`config.mk`:
```
export PLATFORM = sky130hd
export DESIGN_NAME = pipe_ctrl
export DESIGN_NICKNAME = d
export VERILOG_FILES = /design/src/rtl/pipe_ctrl.sv
export SDC_FILE = /design/constraint.sdc
export NUM_CORES = 1
export LEC_CHECK = 0
export CELL_PAD_IN_SITES_DETAIL_PLACEMENT = 1
export CELL_PAD_IN_SITES_GLOBAL_PLACEMENT = 1
export CORE_MARGIN = 2
export CORE_UTILIZATION = 29
export DETAILED_ROUTE_END_ITERATION = 10
export PLACE_DENSITY = 0.83
export SLEW_MARGIN = 20
export SYNTH_ARGS = -nofsm -noshare
export SYNTH_HDL_FRONTEND = slang
export SYNTH_SLANG_ARGS = --single-unit
```
`constraint.sdc`:
```
create_clock -name clk -period 2.7 [get_ports clk]
set_input_delay 0.405 -clock clk [delete_from_list [all_inputs] [get_ports clk]]
set_output_delay 0.405 -clock clk [all_outputs]
set_load 0.02 [all_outputs]
```
`src/rtl/pipe_ctrl.sv`:
```
// -----------------------------------------------------------------------------
// pipe_ctrl - central sequencer for the 5-stage pipeline.
//
// Resolves EX-stage redirects, load-use hazards, multi-cycle EX operations and
// external bus-hold requests. It drives the per-stage hold/flush controls.
//
// Ports
//   clk, arst_n         core clock, asynchronous active-low reset
//   jump_flag_i/addr_i  EX redirect request and target
//   ex_*_i              EX instruction: load flag, reg-write flag, rd
//   id_rs*_i            ID instruction source registers and read enables
//   mc_req_i/done_i     multi-cycle unit request / one-cycle done pulse
//   bus_req_i           external master bus request (level)
//   mc_start_o/abort_o  one-cycle start / timeout-abort pulses to the MC unit
//   jump_o/jump_addr_o  PC redirect and target
//   hold_o              {id_ex, if_id, pc} stage hold
//   flush_o             {id_ex, if_id} bubble insert
//   ex_bubble_o         bubble into EX/MEM
//   bus_gnt_o           registered bus grant
//   err_o               sticky multi-cycle timeout flag
//   stall_cnt_o         saturating count of cycles with hold_o[0]=1
// -----------------------------------------------------------------------------
module pipe_ctrl #(
  parameter int ADDR_W     = 32,
  parameter int MC_TIMEOUT = 64,
  parameter int CNT_W      = 32
) (
  input  logic              clk,
  input  logic              arst_n,
  input  logic              jump_flag_i,
  input  logic [ADDR_W-1:0] jump_addr_i,
  input  logic              ex_mem_r_ena_i,
  input  logic              ex_reg_w_ena_i,
  input  logic [4:0]        ex_rd_i,
  input  logic [4:0]        id_rs1_i,
  input  logic [4:0]        id_rs2_i,
  input  logic              id_rs1_en_i,
  input  logic              id_rs2_en_i,
  input  logic              mc_req_i,
  input  logic              mc_done_i,
  input  logic              bus_req_i,
  output logic              mc_start_o,
  output logic              mc_abort_o,
  output logic              jump_o,
  output logic [ADDR_W-1:0] jump_addr_o,
  output logic [2:0]        hold_o,
  output logic [1:0]        flush_o,
  output logic              ex_bubble_o,
  output logic              bus_gnt_o,
  output logic              err_o,
  output logic [CNT_W-1:0]  stall_cnt_o
);

  localparam int TO_W = (MC_TIMEOUT > 1) ? $clog2(MC_TIMEOUT) : 1;
  localparam logic [TO_W-1:0] TO_LAST = TO_W'(MC_TIMEOUT - 1);

  typedef enum logic [1:0] {
    RUN      = 2'd0,
    MC_WAIT  = 2'd1,
    BUS_HOLD = 2'd2
  } state_e;

  state_e            state_q, state_d;
  logic [TO_W-1:0]   to_cnt_q, to_cnt_d;
  logic              bus_gnt_q, bus_gnt_d;
  logic              err_q, err_d;
  logic [CNT_W-1:0]  stall_cnt_q, stall_cnt_d;

  logic              ld_use_s;
  logic              mc_start_s, mc_abort_s, jump_s, ex_bubble_s;
  logic [ADDR_W-1:0] jump_addr_s;
  logic [2:0]        hold_s;
  logic [1:0]        flush_s;

  // Load in EX whose destination is read by the instruction in ID.
  always_comb begin
    ld_use_s = ex_mem_r_ena_i & ex_reg_w_ena_i & (ex_rd_i != 5'd0) &
               ((id_rs1_en_i & (id_rs1_i == ex_rd_i)) |
                (id_rs2_en_i & (id_rs2_i == ex_rd_i)));
  end

  // Next-state and control decode.
  always_comb begin
    state_d     = state_q;
    to_cnt_d    = to_cnt_q;
    bus_gnt_d   = bus_gnt_q;
    err_d       = err_q;
    mc_start_s  = 1'b0;
    mc_abort_s  = 1'b0;
    jump_s      = 1'b0;
    jump_addr_s = '0;
    hold_s      = 3'b000;
    flush_s     = 2'b00;
    ex_bubble_s = 1'b0;
    case (state_q)
      RUN: begin
        if (jump_flag_i) begin
          jump_s      = 1'b1;
          jump_addr_s = jump_addr_i;
          flush_s     = 2'b11;
        end else if (mc_req_i) begin
          mc_start_s  = 1'b1;
          hold_s      = 3'b111;
          ex_bubble_s = 1'b1;
          to_cnt_d    = '0;
          state_d     = MC_WAIT;
        end else if (ld_use_s) begin
          hold_s  = 3'b011;
          flush_s = 2'b10;
        end else if (bus_req_i) begin
          hold_s      = 3'b111;
          ex_bubble_s = 1'b1;
          bus_gnt_d   = 1'b1;
          state_d     = BUS_HOLD;
        end else begin
          state_d = RUN;
        end
      end
      MC_WAIT: begin
        // Done wins over a coincident timeout; the EX result then advances.
        if (mc_done_i) begin
          state_d = RUN;
        end else if (to_cnt_q == TO_LAST) begin
          mc_abort_s  = 1'b1;
          ex_bubble_s = 1'b1;
          err_d       = 1'b1;
          state_d     = RUN;
        end else begin
          hold_s      = 3'b111;
          ex_bubble_s = 1'b1;
          to_cnt_d    = to_cnt_q + TO_W'(1);
        end
      end
      BUS_HOLD: begin
        // Holds release in the same cycle the request drops.
        if (bus_req_i) begin
          hold_s      = 3'b111;
          ex_bubble_s = 1'b1;
        end else begin
          bus_gnt_d = 1'b0;
          state_d   = RUN;
        end
      end
      default: begin
        bus_gnt_d = 1'b0;
        state_d   = RUN;
      end
    endcase
  end

  // Saturating stall counter, advanced by the PC hold.
  always_comb begin
    if (hold_s[0] && (stall_cnt_q != {CNT_W{1'b1}})) begin
      stall_cnt_d = stall_cnt_q + CNT_W'(1);
    end else begin
      stall_cnt_d = stall_cnt_q;
    end
  end

  // State, timeout counter, grant, sticky error and stall counter registers.
  always_ff @(posedge clk or negedge arst_n) begin
    if (!arst_n) begin
      state_q     <= RUN;
      to_cnt_q    <= '0;
      bus_gnt_q   <= 1'b0;
      err_q       <= 1'b0;
      stall_cnt_q <= '0;
    end else begin
      state_q     <= state_d;
      to_cnt_q    <= to_cnt_d;
      bus_gnt_q   <= bus_gnt_d;
      err_q       <= err_d;
      stall_cnt_q <= stall_cnt_d;
    end
  end

  // While reset is asserted the controls show idle values whatever the inputs.
  always_comb begin
    if (arst_n) begin
      mc_start_o  = mc_start_s;
      mc_abort_o  = mc_abort_s;
      jump_o      = jump_s;
      jump_addr_o = jump_addr_s;
      hold_o      = hold_s;
      flush_o     = flush_s;
      ex_bubble_o = ex_bubble_s;
    end else begin
      mc_start_o  = 1'b0;
      mc_abort_o  = 1'b0;
      jump_o      = 1'b0;
      jump_addr_o = '0;
      hold_o      = 3'b000;
      flush_o     = 2'b00;
      ex_bubble_o = 1'b0;
    end
  end

  assign bus_gnt_o   = bus_gnt_q;
  assign err_o       = err_q;
  assign stall_cnt_o = stall_cnt_q;

endmodule
```
=== Word level (Yosys, flattened, before mapping) ===
Index checks and enable logic that the tools add are counted.

* Bits in registers: 42
* Input bits: 57
* Output and inout port bits: 75
* Word-level logic and storage cells: 92

* $add $sub $neg: 2
* Eq/ne operators: 16
* Mux-type cells: 53
* Bitwise operators: 8
* Reduce and logical (&&, ||, !) cells: 8

{| class="wikitable"
|+ Operators with widths
! kind !! count
|-
| two-way mux 32 bit || 3
|-
| adder 32 x 1 -> 32 bit (second input constant) || 1
|-
| inequality test 32 bit (second input constant) || 1
|-
| two-way mux 2 bit || 12
|-
| two-way mux 6 bit || 4
|-
| two-way mux 1 bit || 22
|-
| two-way mux 3 bit || 7
|-
| inequality test 2 bit (second input constant) || 8
|-
| case mux 6 bit (2 select lines) || 1
|-
| == test 5 bit || 2
|-
| case mux 3 bit (3 select lines) || 1
|-
| adder 6 x 1 -> 6 bit (second input constant) || 1
|-
| == test 6 bit (second input constant) || 1
|-
| inequality test 3 bit (second input constant) || 2
|-
| case mux 1 bit (3 select lines) || 2
|-
| case mux 2 bit (3 select lines) || 1
|-
| AND reduction 6 bit || 1
|-
| AND 1 bit || 5
|-
| AND reduction 5 bit || 1
|-
| nonzero test 5 bit || 1
|-
| AND reduction 4 bit || 1
|-
| AND reduction 3 bit || 1
|-
| == test 2 x 1 -> 1 bit (second input constant) || 1
|-
| == test 2 bit (second input constant) || 1
|-
| 5 further kinds || 6
|}

=== Depth between registers and ports, before layout ===
Gate-level depths: netlist of run 1.

* Depth in word-level cells: 9
* Gate-level depth with buffers: 8
* Depth with buffers taken out: 7

=== Worst setup path before layout of run 1 ===
No wires, ideal clock.

* Kind: register -> output
* Start point: reg state_q[1]
* End point: out hold_o[1]
* Arrival time: 1.996 ns
* Data required time: 2.295 ns
* Path slack: 0.299 ns
* Cell stages (with the launch flop): 7
* Buffers on the path: 3
* Cell sequence: dfrtp_1 clkbuf_1 nor3_1 a31o_2 buf_2 nor2b_1 buf_4

* Word-level cells in the longest chain between the ends: 3
* Elaborated cells between the ends (all ways): 5
* Those cells by class: eq/ne (2); mux (2); reduce/logical (1)

{| class="wikitable"
|+ RTL lines
! what !! line !! text
|-
| from (decl) || 63 || <nowiki>state_e state_q, state_d;</nowiki>
|-
| from (signal assigned) || 169 || <nowiki>state_q <= state_d;</nowiki>
|-
| == test 2 bit (tied with other cells) || 95 || <nowiki>case (state_q)</nowiki>
|-
| case mux 3 bit (3 select lines) * || 95 ||
|-
| two-way mux 3 bit * || 179 || <nowiki>if (arst_n) begin</nowiki>
|-
| to (decl) || 46 || <nowiki>output logic [2:0] hold_o,</nowiki>
|}

Every way passes the cells marked *; elsewhere a longest branch is shown, timed or not.

=== Worst setup path after layout of run 1 ===
* Start point: in jump_flag_i
* End point: out jump_addr_o[28]

* Word-level cells in the longest chain between the ends: 3

{| class="wikitable"
|+ RTL lines
! what !! line !! text
|-
| from (decl) || 30 || <nowiki>input logic jump_flag_i,</nowiki>
|-
| two-way mux 32 bit || 97 || <nowiki>if (jump_flag_i) begin</nowiki>
|-
| two-way mux 32 bit || 95 ||
|-
| two-way mux 32 bit || 179 ||
|-
| to (decl) || 45 || <nowiki>output logic [ADDR_W-1:0] jump_addr_o,</nowiki>
|}

No other way between the ends.

==> impl_metrics.xml, run 1 <==
<?xml version="1.0" encoding="UTF-8"?>
<metrics>
  <group name="status">
    <metric name="run_status" unit="">complete, no violations</metric>
  </group>
  <group name="final_layout">
    <metric name="share_of_final_layout_standard_cells_stronger_than_drive_strength_1" unit="%">11.78</metric>
    <metric name="final_cells" unit="">541</metric>
    <metric name="design.final.nets" unit="">491</metric>
    <metric name="area_growth" unit="%">65.20</metric>
    <metric name="diodes" unit="">0</metric>
    <metric name="filler_cell_count" unit="">1003</metric>
  </group>
  <group name="yosys">
    <metric name="synth_top_cell_by_area" unit="">sky130_fd_sc_hd__dfrtp_1</metric>
    <metric name="synthTopCellsByArea" unit="">sky130_fd_sc_hd__dfrtp_1 (41%), sky130_fd_sc_hd__xnor2_1 (13%), sky130_fd_sc_hd__and2_1 (8.2%), sky130_fd_sc_hd__nand4_1 (6.3%), sky130_fd_sc_hd__nand2_1 (3.2%)</metric>
    <metric name="ys_warn_count" unit="">0</metric>
    <metric name="syn-cell-area" unit="um^2">2581</metric>
    <metric name="yosys_most_used_dff" unit="">sky130_fd_sc_hd__dfrtp_1</metric>
    <metric name="post_synth.cell_area_avg" unit="um^2">9.121</metric>
    <metric name="syn_inst" unit="">283</metric>
    <metric name="synth.lib_cells_used.distinct" unit="">44</metric>
    <metric name="yosysSeqAreaShare" unit="%">40.72</metric>
    <metric name="yosys.cell_count.top_type" unit="">sky130_fd_sc_hd__dfrtp_1</metric>
    <metric name="synthTopCellsByCount" unit="">sky130_fd_sc_hd__dfrtp_1 (42), sky130_fd_sc_hd__xnor2_1 (37), sky130_fd_sc_hd__and2_1 (34), sky130_fd_sc_hd__nand4_1 (26), sky130_fd_sc_hd__nand2_1 (22)</metric>
    <metric name="yosys_register_bits" unit="">42</metric>
    <metric name="postSynth.asyncResetShare" unit="%">100.0</metric>
    <metric name="syn_nets" unit="">342</metric>
    <metric name="netlist.area_leader.share" unit="%">40.72</metric>
    <metric name="synth_enable_flop_cells" unit="">0</metric>
  </group>
  <group name="worst_setup_path">
    <metric name="r2r.worst_path.cells" unit="">8</metric>
    <metric name="arrival_time_worst_endpoint" unit="ns">2.25</metric>
    <metric name="critical_path_class" unit="">primary input to output pin</metric>
    <metric name="worstReg2RegStart" unit="">to_cnt_q[0]</metric>
    <metric name="end_kind" unit="">output pin</metric>
    <metric name="worstPathMaxFanout" unit="">34</metric>
    <metric name="worst_r2r_endpoint" unit="">stall_cnt_o[1]</metric>
    <metric name="ff2ff_setup_slack" unit="ns">0.31</metric>
    <metric name="worst_setup_path_start_kind" unit="">primary input</metric>
    <metric name="cp.required" unit="ns">2.30</metric>
  </group>
  <group name="global_routing">
    <metric name="grt_util_met2" unit="%">33.80</metric>
    <metric name="maximum_number_of_pins_on_one_net_before_global_route_repair" unit="">35</metric>
    <metric name="groute.layer.met1.usage" unit="%">23.40</metric>
    <metric name="grt_pass1_vias" unit="">2842</metric>
    <metric name="grt_antenna_before_repair" unit="">0</metric>
    <metric name="grt_util_met3" unit="%">4.152</metric>
    <metric name="grt-busiest-layer" unit="">met2</metric>
    <metric name="globalRouteOverflowTotal" unit="">0</metric>
    <metric name="globalRouteTotalUtil" unit="%">18.84</metric>
    <metric name="grt_first_pass_wirelength" unit="mm">14.76</metric>
  </group>
  <group name="floorplan">
    <metric name="initial_utilization" unit="%">29.74</metric>
    <metric name="design.die.area" unit="um^2">9672</metric>
    <metric name="die_height" unit="um">98.35</metric>
    <metric name="rows" unit="">34</metric>
    <metric name="chipWidth" unit="um">98.35</metric>
    <metric name="ioPinCount" unit="">132</metric>
    <metric name="core_area" unit="um^2">8678</metric>
  </group>
  <group name="route">
    <metric name="routed_wire_length_per_instance" unit="um">17.05</metric>
    <metric name="drc_errors" unit="">0</metric>
    <metric name="routed_wl" unit="mm">9.222</metric>
    <metric name="detailroute.via_count" unit="">2735</metric>
    <metric name="drt_first_iter_violations" unit="">35</metric>
    <metric name="via_per_inst" unit="">5.055</metric>
    <metric name="ant_nets" unit="">0</metric>
    <metric name="drt_pre_antenna_iters" unit="">4</metric>
  </group>
  <group name="clock_network">
    <metric name="clkTransAtPathRegs" unit="ns">0.08</metric>
    <metric name="cts-htree-levels" unit="">2</metric>
    <metric name="clk-insertion-delay-late" unit="ns">0.30</metric>
    <metric name="number_of_buffers_created_by_cts" unit="">5</metric>
    <metric name="clock_root_buffer" unit="">sky130_fd_sc_hd__clkbuf_8</metric>
    <metric name="cts_num_sinks" unit="">42</metric>
    <metric name="max-clock-path-buffers" unit="">2</metric>
    <metric name="tritoncts" unit="">built</metric>
  </group>
  <group name="sta">
    <metric name="max_slew_margin" unit="%">70.02</metric>
    <metric name="rsz0062_at_grt" unit="">no</metric>
    <metric name="timing_worst_slew_pin_value" unit="ns">0.4456</metric>
    <metric name="finClkSkew" unit="ns">0.01113</metric>
    <metric name="highest_clock_rate" unit="MHz">377.4</metric>
    <metric name="final-max-slew-violation-count" unit="">0</metric>
    <metric name="setup-tns-final" unit="ns">0</metric>
    <metric name="finalWorstSetupSlack" unit="ns">0.04995</metric>
    <metric name="min_period_over_period" unit="%">98.15</metric>
    <metric name="finalHoldViolCount" unit="">0</metric>
    <metric name="setup_viol_count_final" unit="">0</metric>
    <metric name="fin_crit" unit="ns">2.650</metric>
  </group>
  <group name="placed_design">
    <metric name="placed_cells" unit="">532</metric>
    <metric name="place_worst_setup_slack" unit="ns">-0.4107</metric>
    <metric name="dp.final_hpwl" unit="mm">7.114</metric>
    <metric name="gp_congestion" unit="">0.9119</metric>
    <metric name="port-buffer-count" unit="">131</metric>
  </group>
  <group name="power_and_ir_drop">
    <metric name="leakage" unit="nW">1.802</metric>
    <metric name="worst_ir_drop_vdd" unit="V">0.0004540</metric>
    <metric name="pwr_density_cell" unit="nW/um^2">452.9</metric>
  </group>
  <group name="hold_path">
    <metric name="timing.hold.worst.class" unit="">primary input to async pin</metric>
  </group>
  <group name="flow_run">
    <metric name="timing.max_cap.violations" unit="">0</metric>
  </group>
</metrics>
## flip-flops by register name (all words and copies together), names as in the netlist
register,cells
err_o,1
state_q,2
to_cnt_q,6
stall_cnt_o,32
bus_gnt_o,1
## cell families after synthesis
group	synth area share [%]
buffers and inverters	3.490
AOI/OAI and AO/OA	5.817
adders and majority gates	0.9693
muxes	0.8240
DFF	40.72
xor gates and xnor gates	14.93
and+or+nand+nor	33.25
## cell type report
type                    count  area (um^2)  share of cell area (%)
clock inverters             3        21.27                  0.4988
flip-flops and latches     42         1051                   24.65
clock buffers               5        68.82                   1.614
repair buffers            155         1501                   35.21
well taps                 108        135.1                   3.169
inverters                   6        22.52                  0.5282
multi-input cells         222         1464                   34.33
## worst max-delay path, cell delays in order
cell,delay [ns]
sky130_fd_sc_hd__clkdlybuf4s50_1,0.56
sky130_fd_sc_hd__buf_4,0.14
sky130_fd_sc_hd__and3_1,0.19
sky130_fd_sc_hd__buf_12,0.17
sky130_fd_sc_hd__and2_1,0.16
sky130_fd_sc_hd__clkdlybuf4s50_1,0.61
## what timing repair did
action	CTS	global route
buffers inserted	0	0
hold buffers	1	0
pin swaps	0	3
hold endpoints to repair	5	0
gates resized for setup	20	15
endpoints found under the setup margin	5	6
## where the power goes
group	leakage (nW)	switching (W)	internal (W)
clock network	0.0441	0.000235	0.000182
registers	0.563	0.000113	0.000715
logic	1.19	0.000326	0.000360
## layout by cell type, fill, tap and decap left out, types with 3 or more instances in the layout
master,synthesis,final
sky130_fd_sc_hd__clkbuf_8,0,5
sky130_fd_sc_hd__inv_1,6,6
sky130_fd_sc_hd__nor2b_1,3,3
sky130_fd_sc_hd__a21oi_1,10,8
sky130_fd_sc_hd__nor2_1,15,15
sky130_fd_sc_hd__nor4b_1,3,3
sky130_fd_sc_hd__xnor2_1,37,37
sky130_fd_sc_hd__clkdlybuf4s50_1,0,118
sky130_fd_sc_hd__and3_1,9,9
sky130_fd_sc_hd__dlymetal6s2s_1,0,7
sky130_fd_sc_hd__nand4_1,26,26
sky130_fd_sc_hd__o21ai_0,6,6
sky130_fd_sc_hd__xor2_1,7,7
sky130_fd_sc_hd__dfrtp_1,42,42
sky130_fd_sc_hd__nand2_1,22,22
sky130_fd_sc_hd__and2_1,34,34
sky130_fd_sc_hd__nand3_1,16,16
sky130_fd_sc_hd__buf_4,2,25
## per-layer routing
layer	part of all wire, %	vias up
li1	-	1284
met1	42	1330
met2	50	113
met3	6.7	8
met4	0.65	0
met5	0	-
## per-stage QoR
step / power, W / cell area (um^2) / util [%] / hold WS [ns]
2_1_floorplan: 0.001149 / 2581 / - / 0.1094
3_3_place_gp: 0.001501 / 4140 / 47.71 / 0.2606
3_5_place_dp: 0.001526 / 4140 / 47.71 / 0.2653
4_1_cts: 0.001950 / 4227 / 48.70 / 0.1086
5_1_grt: 0.002054 / 4264 / 49.13 / 0.1274
6_report: 0.001931 / 4264 / 49.13 / 0.1266
## how the worst max path moves through the flow
stage,start,endpoint,depth (start not counted)
after global placement,ex_rd_i[0],hold_o[2],7
after detailed placement,ex_rd_i[0],hold_o[2],7
final,jump_flag_i,jump_addr_o[28],6
after floorplan,state_q[1],hold_o[1],6
after CTS,ex_rd_i[0],ex_bubble_o,7
after global routing,to_cnt_q[0],mc_abort_o,5
Power figures use the tool's default switching activity.
==> run 2: changes to the inputs <==
CTS_BUF_LIST = sky130_fd_sc_hd__clkbuf_4 sky130_fd_sc_hd__clkbuf_8 sky130_fd_sc_hd__clkbuf_16   (was unset)
==> results of run 2 <==
No change in the layout: final DEF, timing and power equal those of run 1.
==> run 3: changes to the inputs <==
CORE_ASPECT_RATIO = 0.9   (was unset)
==> impl_metrics.xml, run 3 (synthesis gave the netlist of run 1 again) <==
<?xml version="1.0" encoding="UTF-8"?>
<metrics>
  <group name="sta">
    <metric name="highest_clock_rate" unit="MHz">378.2</metric>
    <metric name="setup-tns-final" unit="ns">0</metric>
    <metric name="fin_crit" unit="ns">2.644</metric>
    <metric name="max_slew_margin" unit="%">63.01</metric>
    <metric name="min_period_over_period" unit="%">97.92</metric>
    <metric name="finalHoldViolCount" unit="">0</metric>
    <metric name="final-max-slew-violation-count" unit="">0</metric>
    <metric name="setup_viol_count_final" unit="">0</metric>
    <metric name="timing_worst_slew_pin_value" unit="ns">0.5548</metric>
    <metric name="finClkSkew" unit="ns">0.004937</metric>
  </group>
  <group name="placed_design">
    <metric name="dp.final_hpwl" unit="mm">6.955</metric>
    <metric name="gp_congestion" unit="">0.8089</metric>
    <metric name="port-buffer-count" unit="">131</metric>
  </group>
  <group name="worst_setup_path">
    <metric name="cp.required" unit="ns">2.30</metric>
    <metric name="r2r.worst_path.cells" unit="">5</metric>
    <metric name="cp_top_family" unit="">buffers and inverters</metric>
    <metric name="arrival_time_worst_endpoint" unit="ns">2.24</metric>
    <metric name="critical_path_class" unit="">flop to output pin</metric>
    <metric name="worst_path_max_delay_cell" unit="">sky130_fd_sc_hd__clkdlybuf4s50_1</metric>
    <metric name="cpPeakStageDelay" unit="ns">0.62</metric>
    <metric name="critical_path_buf_inv_count" unit="">3</metric>
    <metric name="worstPathMaxFanout" unit="">34</metric>
    <metric name="worstReg2RegStart" unit="">stall_cnt_o[10]</metric>
    <metric name="ff2ff_setup_slack" unit="ns">0.26</metric>
    <metric name="worst_r2r_endpoint" unit="">stall_cnt_o[1]</metric>
    <metric name="critical_path_cell_by_cell" unit="">buf_4, nor2_1, and3_1, buf_12, and2_1, clkdlybuf4s50_1</metric>
    <metric name="end_kind" unit="">output pin</metric>
    <metric name="worst_setup_path_start_kind" unit="">flop</metric>
  </group>
  <group name="final_layout">
    <metric name="share_of_final_layout_standard_cells_stronger_than_drive_strength_1" unit="%">10.28</metric>
    <metric name="area_growth" unit="%">65.78</metric>
    <metric name="most_common_library_cell_in_the_layout_ignoring_fill_and_taps" unit="">sky130_fd_sc_hd__clkdlybuf4s50_1</metric>
    <metric name="layout_common_cells" unit="">sky130_fd_sc_hd__clkdlybuf4s50_1 (100), sky130_fd_sc_hd__dfrtp_1 (42), sky130_fd_sc_hd__xnor2_1 (37)</metric>
    <metric name="largest_register_ffs" unit="">32</metric>
    <metric name="utilization" unit="%">49.71</metric>
    <metric name="filler_cell_count" unit="">985</metric>
    <metric name="design.final.nets" unit="">486</metric>
  </group>
  <group name="global_routing">
    <metric name="grt_antenna_before_repair" unit="">1</metric>
    <metric name="maximum_number_of_pins_on_one_net_before_global_route_repair" unit="">43</metric>
    <metric name="grt_pass1_vias" unit="">2827</metric>
    <metric name="globalRouteTotalUtil" unit="%">18.24</metric>
    <metric name="globalRouteOverflowTotal" unit="">0</metric>
    <metric name="grt_first_pass_wirelength" unit="mm">13.97</metric>
  </group>
  <group name="clock_network">
    <metric name="number_of_buffers_created_by_cts" unit="">5</metric>
    <metric name="cts.repair.resized" unit="">15</metric>
    <metric name="max-clock-path-buffers" unit="">2</metric>
    <metric name="tritoncts" unit="">built</metric>
    <metric name="postCtsHoldBufs" unit="">0</metric>
    <metric name="clock_root_buffer" unit="">sky130_fd_sc_hd__clkbuf_8</metric>
    <metric name="cts_num_sinks" unit="">42</metric>
    <metric name="cts-htree-levels" unit="">2</metric>
    <metric name="post_cts_buffers" unit="">0</metric>
    <metric name="clk-insertion-delay-late" unit="ns">0.29</metric>
    <metric name="clkTransAtPathRegs" unit="ns">0.08</metric>
  </group>
  <group name="route">
    <metric name="via_per_inst" unit="">4.885</metric>
    <metric name="drt_pre_antenna_iters" unit="">4</metric>
    <metric name="detailroute.via_count" unit="">2677</metric>
    <metric name="drt_first_iter_violations" unit="">54</metric>
    <metric name="ant_nets" unit="">0</metric>
    <metric name="drc_errors" unit="">0</metric>
    <metric name="routed_wire_length_per_instance" unit="um">16.35</metric>
    <metric name="routed_wl" unit="mm">8.961</metric>
  </group>
  <group name="floorplan">
    <metric name="chipWidth" unit="um">103.4</metric>
    <metric name="initial_utilization" unit="%">29.99</metric>
    <metric name="die_height" unit="um">93.50</metric>
    <metric name="rows" unit="">32</metric>
    <metric name="core_area" unit="um^2">8608</metric>
    <metric name="design.die.area" unit="um^2">9672</metric>
    <metric name="ioPinCount" unit="">132</metric>
  </group>
  <group name="power_and_ir_drop">
    <metric name="leakage" unit="nW">2.106</metric>
    <metric name="worst_ir_drop_vdd" unit="V">0.0003979</metric>
    <metric name="total_power_consumption" unit="W">0.001967</metric>
    <metric name="pwr_density_cell" unit="nW/um^2">459.7</metric>
  </group>
  <group name="status">
    <metric name="run_status" unit="">complete, no violations</metric>
  </group>
  <group name="flow_run">
    <metric name="timing.max_cap.violations" unit="">0</metric>
  </group>
  <group name="hold_path">
    <metric name="timing.hold.worst.class" unit="">primary input to async pin</metric>
  </group>
</metrics>
-- run 3: final cells by class --
| type | count | area (um^2) | area share, % |
|---|---|---|---|
| Antenna cell | 1 | 2.502 | 0.05848 |
| Inverter | 6 | 22.52 | 0.5263 |
| Multi-Input combinational cell | 222 | 1449 | 33.86 |
| Timing Repair Buffer | 150 | 1495 | 34.94 |
| Sequential cell | 42 | 1051 | 24.56 |
| Clock buffer | 8 | 110.1 | 2.573 |
| Tap cell | 119 | 148.9 | 3.480 |
-- run 3: worst max path at each step --
| stage | slack (ns) | from | to | cells after the start |
|---|---|---|---|---|
| floorplan | 0.30 | state_q[1] | hold_o[1] | 6 |
| global placement | -0.41 | ex_rd_i[0] | hold_o[2] | 7 |
| detailed placement | -0.44 | ex_rd_i[0] | hold_o[2] | 7 |
| CTS | 0.03 | ex_rd_i[1] | hold_o[0] | 6 |
| global route | -0.05 | state_q[1] | jump_addr_o[27] | 6 |
| finish | 0.06 | state_q[1] | jump_addr_o[27] | 6 |
-- run 3: metrics by stage --
stage | cell area [um^2] | instances | hold slack, ns | worst slack (ns)
2_1_floorplan | 2581 | 283 | 0.1094 | 0.2989
3_3_place_gp | 4124 | 539 | 0.4526 | -0.4123
4_1_cts | 4222 | 547 | 0.3010 | 0.02739
5_1_grt | 4277 | 547 | 0.3279 | -0.04531
3_5_place_dp | 4124 | 539 | 0.4508 | -0.4369
6_report | 4279 | 548 | 0.2918 | 0.05621
-- run 3: per-layer routing --
metal	share of wire [%]	vias to the layer above	global-route usage, %
li1	-	1272	-
met1	39	1302	19.75
met2	52	95	35.05
met3	8.7	8	5.082
met4	0.85	0	3.070
met5	0	-	0
-- run 3: worst reg2reg max path, delay by kind of cell, from the launching register on --
kind / cells / cell delay, ns
flops: 1 / 0.45
simple gates: 4 / 1.56
mux: 1 / 0.34
-- run 3: where the power goes --
group	internal (W)	leakage, nW	switching [W]
Sequential	0.000715	0.563	0.000107
Combinational	0.000350	1.49	0.000324
Clock	0.000258	0.0575	0.000213
Total	0.00132	2.11	0.000644
